$ cat config.mk
export PLATFORM = sky130hd
export DESIGN_NAME = multicycle_cu
export DESIGN_NICKNAME = d
export VERILOG_FILES = /design/src/rtl/cu_pkg.sv /design/src/rtl/mc_alu_deco.sv /design/src/rtl/multicycle_cu.sv
export SDC_FILE = /design/constraint.sdc
export NUM_CORES = 1
export LEC_CHECK = 0
export CORE_MARGIN = 5
export CORE_UTILIZATION = 36
export CTS_BUF_LIST = sky130_fd_sc_hd__clkbuf_4
export CTS_CLUSTER_DIAMETER = 40
export CTS_CLUSTER_SIZE = 16
export DETAILED_ROUTE_END_ITERATION = 10
export MAX_ROUTING_LAYER = met4
export PLACE_DENSITY = 0.83
export SYNTH_ARGS = -nofsm -noshare
export SYNTH_HDL_FRONTEND = slang
export SYNTH_SLANG_ARGS = --single-unit
$ cat constraint.sdc
create_clock -name clk -period 1.65 [get_ports clk]
set_input_delay 0.33 -clock clk [delete_from_list [all_inputs] [get_ports clk]]
set_output_delay 0.33 -clock clk [all_outputs]
set_load 0.02 [all_outputs]
$ cat src/rtl/cu_pkg.sv
// Shared types and encodings for the multi-cycle RV32I control unit.
package cu_pkg;

    localparam int unsigned STATE_W = 4;
    localparam int unsigned OP_W    = 7;
    localparam int unsigned ALUC_W  = 3;
    localparam int unsigned SEL_W   = 2;

    typedef enum logic [STATE_W-1:0] {
        FETCH    = 4'd0,
        DECODE   = 4'd1,
        MEMADR   = 4'd2,
        MEMREAD  = 4'd3,
        MEMWB    = 4'd4,
        MEMWRITE = 4'd5,
        EXECR    = 4'd6,
        EXECI    = 4'd7,
        ALUWB    = 4'd8,
        BRANCH   = 4'd9,
        JAL      = 4'd10
    } state_t;

    localparam logic [OP_W-1:0] OP_LW  = 7'b0000011;
    localparam logic [OP_W-1:0] OP_SW  = 7'b0100011;
    localparam logic [OP_W-1:0] OP_R   = 7'b0110011;
    localparam logic [OP_W-1:0] OP_I   = 7'b0010011;
    localparam logic [OP_W-1:0] OP_B   = 7'b1100011;
    localparam logic [OP_W-1:0] OP_JAL = 7'b1101111;

    localparam logic [ALUC_W-1:0] ALU_ADD = 3'b000;
    localparam logic [ALUC_W-1:0] ALU_SUB = 3'b001;
    localparam logic [ALUC_W-1:0] ALU_AND = 3'b010;
    localparam logic [ALUC_W-1:0] ALU_OR  = 3'b011;
    localparam logic [ALUC_W-1:0] ALU_SLT = 3'b101;

    localparam logic [SEL_W-1:0] ALUOP_ADD   = 2'b00;
    localparam logic [SEL_W-1:0] ALUOP_SUB   = 2'b01;
    localparam logic [SEL_W-1:0] ALUOP_FUNCT = 2'b10;

    localparam logic [SEL_W-1:0] RES_ALUOUT    = 2'b00;
    localparam logic [SEL_W-1:0] RES_DATA      = 2'b01;
    localparam logic [SEL_W-1:0] RES_ALURESULT = 2'b10;

    localparam logic [SEL_W-1:0] SRCA_PC    = 2'b00;
    localparam logic [SEL_W-1:0] SRCA_OLDPC = 2'b01;
    localparam logic [SEL_W-1:0] SRCA_RS1   = 2'b10;

    localparam logic [SEL_W-1:0] SRCB_RS2  = 2'b00;
    localparam logic [SEL_W-1:0] SRCB_IMM  = 2'b01;
    localparam logic [SEL_W-1:0] SRCB_FOUR = 2'b10;

    localparam logic [SEL_W-1:0] IMM_I = 2'b00;
    localparam logic [SEL_W-1:0] IMM_S = 2'b01;
    localparam logic [SEL_W-1:0] IMM_B = 2'b10;
    localparam logic [SEL_W-1:0] IMM_J = 2'b11;

    // Immediate format selected purely from the opcode.
    function automatic logic [SEL_W-1:0] imm_src_of(input logic [OP_W-1:0] op);
        case (op)
            OP_SW:   return IMM_S;
            OP_B:    return IMM_B;
            OP_JAL:  return IMM_J;
            default: return IMM_I;
        endcase
    endfunction

endpackage

$ cat src/rtl/mc_alu_deco.sv
// ALU operation decoder: ALUOp plus instruction fields to ALUControl.
module mc_alu_deco
    import cu_pkg::*;
(
    input  logic [SEL_W-1:0]  alu_op,
    input  logic [2:0]        funct3,
    input  logic              op5,
    input  logic              funct7_5,
    output logic [ALUC_W-1:0] alu_control
);

    // Fixed add/sub for address and compare, funct3 decode otherwise.
    always_comb begin
        alu_control = ALU_ADD;
        case (alu_op)
            ALUOP_SUB: alu_control = ALU_SUB;
            ALUOP_FUNCT: begin
                case (funct3)
                    3'b000:  alu_control = (op5 & funct7_5) ? ALU_SUB : ALU_ADD;
                    3'b010:  alu_control = ALU_SLT;
                    3'b110:  alu_control = ALU_OR;
                    3'b111:  alu_control = ALU_AND;
                    default: alu_control = ALU_ADD;
                endcase
            end
            default: alu_control = ALU_ADD;
        endcase
    end

endmodule

$ cat src/rtl/multicycle_cu.sv
// Multi-cycle control FSM sequencing the shared ALU and memory of the RV32I core.
module multicycle_cu
    import cu_pkg::*;
#(
    parameter bit USE_MEM_READY = 1'b1
) (
    input  logic                clk,
    input  logic                rst_n,
    input  logic [OP_W-1:0]     op,
    input  logic [2:0]          funct3,
    input  logic                funct7_5,
    input  logic                zero,
    input  logic                mem_ready,
    output logic                PCWrite,
    output logic                AdrSrc,
    output logic                MemWrite,
    output logic                IRWrite,
    output logic [SEL_W-1:0]    ResultSrc,
    output logic [SEL_W-1:0]    ALUSrcA,
    output logic [SEL_W-1:0]    ALUSrcB,
    output logic [ALUC_W-1:0]   ALUControl,
    output logic [SEL_W-1:0]    ImmSrc,
    output logic                RegWrite,
    output logic                illegal,
    output logic [STATE_W-1:0]  state_dbg
);

    logic [STATE_W-1:0] state;
    logic [STATE_W-1:0] state_nxt;
    logic               illegal_nxt;
    logic [SEL_W-1:0]   alu_op;
    logic               mem_rdy;

    assign mem_rdy   = USE_MEM_READY ? mem_ready : 1'b1;
    assign state_dbg = state;
    assign ImmSrc    = imm_src_of(op);

    // State and illegal-op flag registers with synchronous reset.
    always_ff @(posedge clk) begin
        if (!rst_n) begin
            state   <= FETCH;
            illegal <= 1'b0;
        end else begin
            state   <= state_nxt;
            illegal <= illegal_nxt;
        end
    end

    // Next-state and per-state control decode; unknown encodings give all zeros.
    always_comb begin
        state_nxt   = FETCH;
        illegal_nxt = 1'b0;
        PCWrite     = 1'b0;
        AdrSrc      = 1'b0;
        MemWrite    = 1'b0;
        IRWrite     = 1'b0;
        RegWrite    = 1'b0;
        ResultSrc   = RES_ALUOUT;
        ALUSrcA     = SRCA_PC;
        ALUSrcB     = SRCB_RS2;
        alu_op      = ALUOP_ADD;
        case (state)
            FETCH: begin
                ALUSrcB   = SRCB_FOUR;
                ResultSrc = RES_ALURESULT;
                // Writes held off during reset so reset looks like a stalled fetch.
                IRWrite   = mem_rdy & rst_n;
                PCWrite   = mem_rdy & rst_n;
                state_nxt = mem_rdy ? DECODE : FETCH;
            end
            DECODE: begin
                ALUSrcA = SRCA_OLDPC;
                ALUSrcB = SRCB_IMM;
                case (op)
                    OP_LW, OP_SW: state_nxt = MEMADR;
                    OP_R:         state_nxt = EXECR;
                    OP_I:         state_nxt = EXECI;
                    OP_B:         state_nxt = BRANCH;
                    OP_JAL:       state_nxt = JAL;
                    default: begin
                        state_nxt   = FETCH;
                        illegal_nxt = 1'b1;
                    end
                endcase
            end
            MEMADR: begin
                ALUSrcA   = SRCA_RS1;
                ALUSrcB   = SRCB_IMM;
                state_nxt = (op == OP_LW) ? MEMREAD : MEMWRITE;
            end
            MEMREAD: begin
                AdrSrc    = 1'b1;
                state_nxt = mem_rdy ? MEMWB : MEMREAD;
            end
            MEMWB: begin
                ResultSrc = RES_DATA;
                RegWrite  = 1'b1;
                state_nxt = FETCH;
            end
            MEMWRITE: begin
                AdrSrc    = 1'b1;
                MemWrite  = 1'b1;
                state_nxt = mem_rdy ? FETCH : MEMWRITE;
            end
            EXECR: begin
                ALUSrcA   = SRCA_RS1;
                ALUSrcB   = SRCB_RS2;
                alu_op    = ALUOP_FUNCT;
                state_nxt = ALUWB;
            end
            EXECI: begin
                ALUSrcA   = SRCA_RS1;
                ALUSrcB   = SRCB_IMM;
                alu_op    = ALUOP_FUNCT;
                state_nxt = ALUWB;
            end
            ALUWB: begin
                ResultSrc = RES_ALUOUT;
                RegWrite  = 1'b1;
                state_nxt = FETCH;
            end
            BRANCH: begin
                ALUSrcA   = SRCA_RS1;
                ALUSrcB   = SRCB_RS2;
                alu_op    = ALUOP_SUB;
                ResultSrc = RES_ALUOUT;
                // funct3[0] distinguishes bne from beq.
                PCWrite   = zero ^ funct3[0];
                state_nxt = FETCH;
            end
            JAL: begin
                ALUSrcA   = SRCA_OLDPC;
                ALUSrcB   = SRCB_FOUR;
                ResultSrc = RES_ALUOUT;
                PCWrite   = 1'b1;
                state_nxt = ALUWB;
            end
            default: state_nxt = FETCH;
        endcase
    end

    mc_alu_deco u_alu_deco (
        .alu_op      (alu_op),
        .funct3      (funct3),
        .op5         (op[5]),
        .funct7_5    (funct7_5),
        .alu_control (ALUControl)
    );

endmodule

# After elaboration in Yosys (flattened, before gate mapping)
# Cells that the tools add are included.
# Widths: inputs -> output; s select.
# totals
register_bits,5
inputBits,15
out_inout_bits,21
elab_cells,59
# classes
eq_ne,21
n_mux,20
n_bitwise,3
n_reduce_logical,13
# op_table
cell,n
$pmux 4 s6,1
$pmux 4 s5,1
$eq 4x3->1 const B,4
$pmux 2 s2,4
$eq 7x6->1 const B,2
$eq 7x7->1 const B,2
$eq 4x4->1 const B,3
$pmux 3 s4,1
$reduce_or 2->1,6
$mux 3,3
$eq 4x2->1 const B,2
$eq 7x2->1 const B,1
$eq 7x5->1 const B,1
$mux 1,7
$eq 3x3->1 const B,2
$pmux 2 s3,1
$pmux 3 s2,1
$reduce_or 3->1,2
$reduce_or 6->1,1
$eq 4x1->1 const B,1
$logic_not 4->1,1
$reduce_or 4->1,1
$eq 3x2->1 const B,1
$logic_not 3->1,1
6 further kinds,7

# Longest topological paths before layout
# logic_depth
depth_word,5
ltp_mapped,9

# Hierarchy
# From an unflattened synthesis, not the netlist that was laid out.
# hier_totals
hier_cells,98
hier_area_um2,740.7
# by_module_without_submodules
module,n_inst,cells_per_inst,area_per_inst_um2,seq_area_each_um2
multicycle_cu,1,87,644.4,100.1
mc_alu_deco,1,11,96.3,0.0

# Worst setup path before layout
# Ideal clock, no wire load.
# synth_timing
kind,flip-flop to output port
startpoint,register state[1] (netlist: state_dbg[1])
endpoint,output ALUControl[2]
arrival_time_ns,2.003
t_required_ns,1.320
setup_slack_ns,-0.683
stages_incl_launch_ff,6
n_path_buf,1
path_cell_list,dfxtp_1 -> buf_2 -> nor2b_1 -> nand2_1 -> ha_1 -> nor4_1
# synth_via
elab_chain_cells,5
# synth_rtl
element,line_no,rtl
start: declaration,multicycle_cu.sv:28,logic [STATE_W-1:0] state;
start signal: assignment,multicycle_cu.sv:44,state <= state_nxt;
$eq 4x3->1,multicycle_cu.sv:62,case (state)
$reduce_or 2->1 (no source line),--,
$pmux 2 s2 *,multicycle_cu.sv:62,
$eq 2x2->1 or $eq 2x1->1 (tied branches),mc_alu_deco.sv:15,case (alu_op)
$pmux 3 s2 *,mc_alu_deco.sv:15,
end: declaration,multicycle_cu.sv:21,"output logic [ALUC_W-1:0] ALUControl,"
# Mark *: on every way between the ends. The rest lies on a longest branch, timed or not.

# Final worst setup path
# layout_timing
startpoint,register state[1] (netlist: state_dbg[1])
endpoint,output ALUControl[0]
# The elaborated chain is that of the path after synthesis.

==> flow_metrics.py <==
metrics = {
    "outcome": {
        "outcome": "complete, but fails checks",
        "violations": "setup timing",
    },
    "clock_network": {
        "cts-buffers-inserted": 3,
        "clkTransAtPathRegs_ns": 0.04,
        "insertion_delay_ns": 0.24,
        "clockBufferDepth": 2,
        "hold_buffers": 0,
        "clock-sinks": 5,
        "cts_max_level": 1,
        "cts_tree": "done",
        "root_buffer": "clkbuf_4",
    },
    "floorplanning": {
        "dieArea_um2": 2780,
        "dieWidth_um": 52.8,
        "core-area_um2": 1730,
        "num_io_pins": 36,
        "die_h_um": 52.8,
        "start_util_pct": 38.1,
        "fp-row-count": 15,
    },
    "timing": {
        "tightest_slew_ns": 0.300,
        "rsz0062_at_grt": "yes",
        "slew_headroom_pct": 79.9,
        "worst_slack_ns": -0.351,
        "fin_skew_ns": 0.00349,
        "finalHoldViolCount": 0,
        "finalSetupViolCount": 7,
        "period_share_pct": 121,
        "fmax_ghz": 0.500,
        "layout_min_cycle_time_ns": 2.00,
        "slew_violations": 0,
    },
    "placement": {
        "place_area_um2": 1330,
        "placed_cells": 181,
        "gp_congestion": 0.877,
        "numPortBuffers": 35,
        "dpl.hpwl_um": 2150,
    },
    "layout": {
        "layout_common_cells": "buf_4 (40), a21oi_1 (9), nor2_1 (8)",
        "fillers": 98,
        "regArea_um2": 113,
        "layout_commonest_cell": "buf_4",
        "area_growth_pct": 129,
        "multi_input_area_um2": 667,
        "diodes": 0,
        "stdcell_area_um2": 1500,
        "layout-drive-gt1-share_pct": 56.1,
        "final_cells": 196,
        "final_nets": 189,
    },
    "global_routing": {
        "antenna_found_initial": 0,
        "grt.overflow.total": 0,
        "grt_max_degree": 16,
        "grtUsageTotal_pct": 23.2,
        "grt_pass1_wl_um": 4740,
        "grt_pass1_vias": 1047,
    },
    "setup_path": {
        "reg2reg_to": "state_dbg[2]",
        "startpoint_type": "flip-flop",
        "path_delay_family": "simple AND/OR/NAND/NOR gates",
        "crit_path_max_fanout": 4,
        "r2r_slack_ns": 0.12,
        "worstPathRequired_ns": 1.32,
        "path_cells": "nand2b_4, or2_4, ha_4, nand3_2, nor3_2, nor3_2, nor2_2, buf_6",
        "slowest_delay_ns": 0.35,
        "worstPathArrival_ns": 1.67,
        "cp_num_buf_inv": 1,
        "crit_top_cell": "nor3_2",
        "reg2regPathDepth": 7,
        "r2r_start": "state_dbg[3]",
        "worst-setup-path-type": "reg2out",
        "cp_slowest_cell": "dfxtp_4",
        "end_kind": "output port",
    },
    "pwr": {
        "ir_drop_mv": 0.522,
        "p_leak_nw": 0.712,
        "power_density_nw_per_um2": 324,
    },
    "logic_synthesis": {
        "synth_edf_count": 0,
        "synth_seq_cells": 5,
        "syn_avg_cell_area_um2": 6.93,
        "synth_cell_types": 38,
        "syn_area_um2": 658,
        "yosys_warnings": 0,
        "postSynth.asyncResetShare_pct": 0,
        "netlist_instances": 95,
        "synth_flop_cell": "dfxtp_1",
        "synthesis.nets": 112,
        "yosysSeqAreaShare_pct": 15.2,
    },
    "min_path": {
        "min_path_cells": 6,
        "min_path_type": "in2reg",
        "min_to": "illegal",
        "holdCritStartpoint": "op[0]",
    },
    "detailed_routing": {
        "route.antenna.remaining_nets": 0,
        "postRouteWirelength_um": 3540,
        "dr.pass1.iters": 4,
        "avgRoutedWirePerCell_um": 18.1,
        "initialDrtViolationCount": 48,
        "viasPerCell": 5.71,
        "drc": 0,
        "via_count": 1120,
    },
    "job": {
        "cap_violations": 0,
    },
}
worst reg2reg max path: stages, from the launching register on:
cell and delay (ns):
dfxtp_4 0.40, buf_8 0.14, nor2_4 0.04, and2_4 0.13, buf_4 0.13, buf_4 0.14, o211a_1 0.12, a311o_1 0.32
layer usage:
layer	up-vias	wire, um	track usage (%)
met5	-	0	-
met4	0	138	7.23
met3	24	331	3.42
met2	79	1790	44.2
met1	521	1280	24.0
li1	496	-	-
flip-flops by register name, summed over array words and instances, names as in the netlist:
name and cells:
state_dbg 4, illegal 1
cells in the mapped netlist (all sizes together), types with 2 or more instances:
library cell / count / area share (%)
a21oi: 9 / 6.8
and2: 2 / 1.9
and3: 3 / 2.9
buf: 4 / 3.4
dfxtp: 5 / 15
ha: 2 / 3.8
inv: 4 / 2.3
nand2: 7 / 4.0
nand2b: 5 / 4.8
nand3: 4 / 3.0
nand4b: 2 / 4.9
nor2: 12 / 8.0
nor2b: 4 / 3.8
nor3: 4 / 3.0
nor4: 4 / 4.8
o21ai: 6 / 4.6
or3: 2 / 1.9
xor2: 2 / 2.7
cells by family after synthesis:
| group | after synthesis | synth area share, % |
|---|---|---|
| XOR/XNOR | 3 | 3.99 |
| AO/OA/AOI/OAI | 22 | 20.5 |
| AND/OR/NAND/NOR | 54 | 49.1 |
| multiplexers | 1 | 1.71 |
| buffers and inverters | 8 | 5.70 |
| adder cells (fa/ha/maj) | 2 | 3.80 |
| flip-flops | 5 | 15.2 |
how the worst max path moves through the flow:
stage	from	to	slack, ns	cells past startpoint
floorplan	state_dbg[2]	ALUControl[2]	-0.12	5
global route	state_dbg[1]	ALUControl[0]	-0.41	8
finish	state_dbg[1]	ALUControl[0]	-0.35	8
CTS	state_dbg[1]	ALUControl[2]	-0.31	8
global placement	op[5]	ImmSrc[0]	-0.70	5
detailed placement	op[5]	ImmSrc[0]	-0.77	5
power by group:
group	switching, mW	internal, mW	total, mW
combinational	0.100	0.105	0.206
clock	0.0505	0.108	0.158
sequential	0.00360	0.120	0.123
through the flow:
stage	util [%]	setup WS (ns)	hold slack, ns	power, mW	setup TNS [ns]
4_1_cts	80.0	-0.312	0.662	0.459	-1.10
3_3_place_gp	77.2	-0.697	0.676	0.310	-5.63
6_report	87.1	-0.351	0.670	0.487	-1.03
3_5_place_dp	77.2	-0.766	0.681	0.316	-6.21
2_1_floorplan	-	-0.117	0.482	0.193	-0.258
5_1_grt	87.1	-0.415	0.686	0.511	-1.59
final cells by class:
type | instances | area share, %
Tap cell | 25 | 2.08
Clock buffer | 4 | 2.00
Timing Repair Buffer | 76 | 43.1
Multi-Input combinational cell | 82 | 44.3
Inverter | 4 | 0.998
Sequential cell | 5 | 7.49
timing repair:
item	4_1_cts	5_1_grt
gates cloned	0	1
pin swaps	12	8
buffers inserted	3	8
resized for setup	103	24
setup endpoints to repair	21	12
Note: power is estimated with default switching activity, not from simulation.
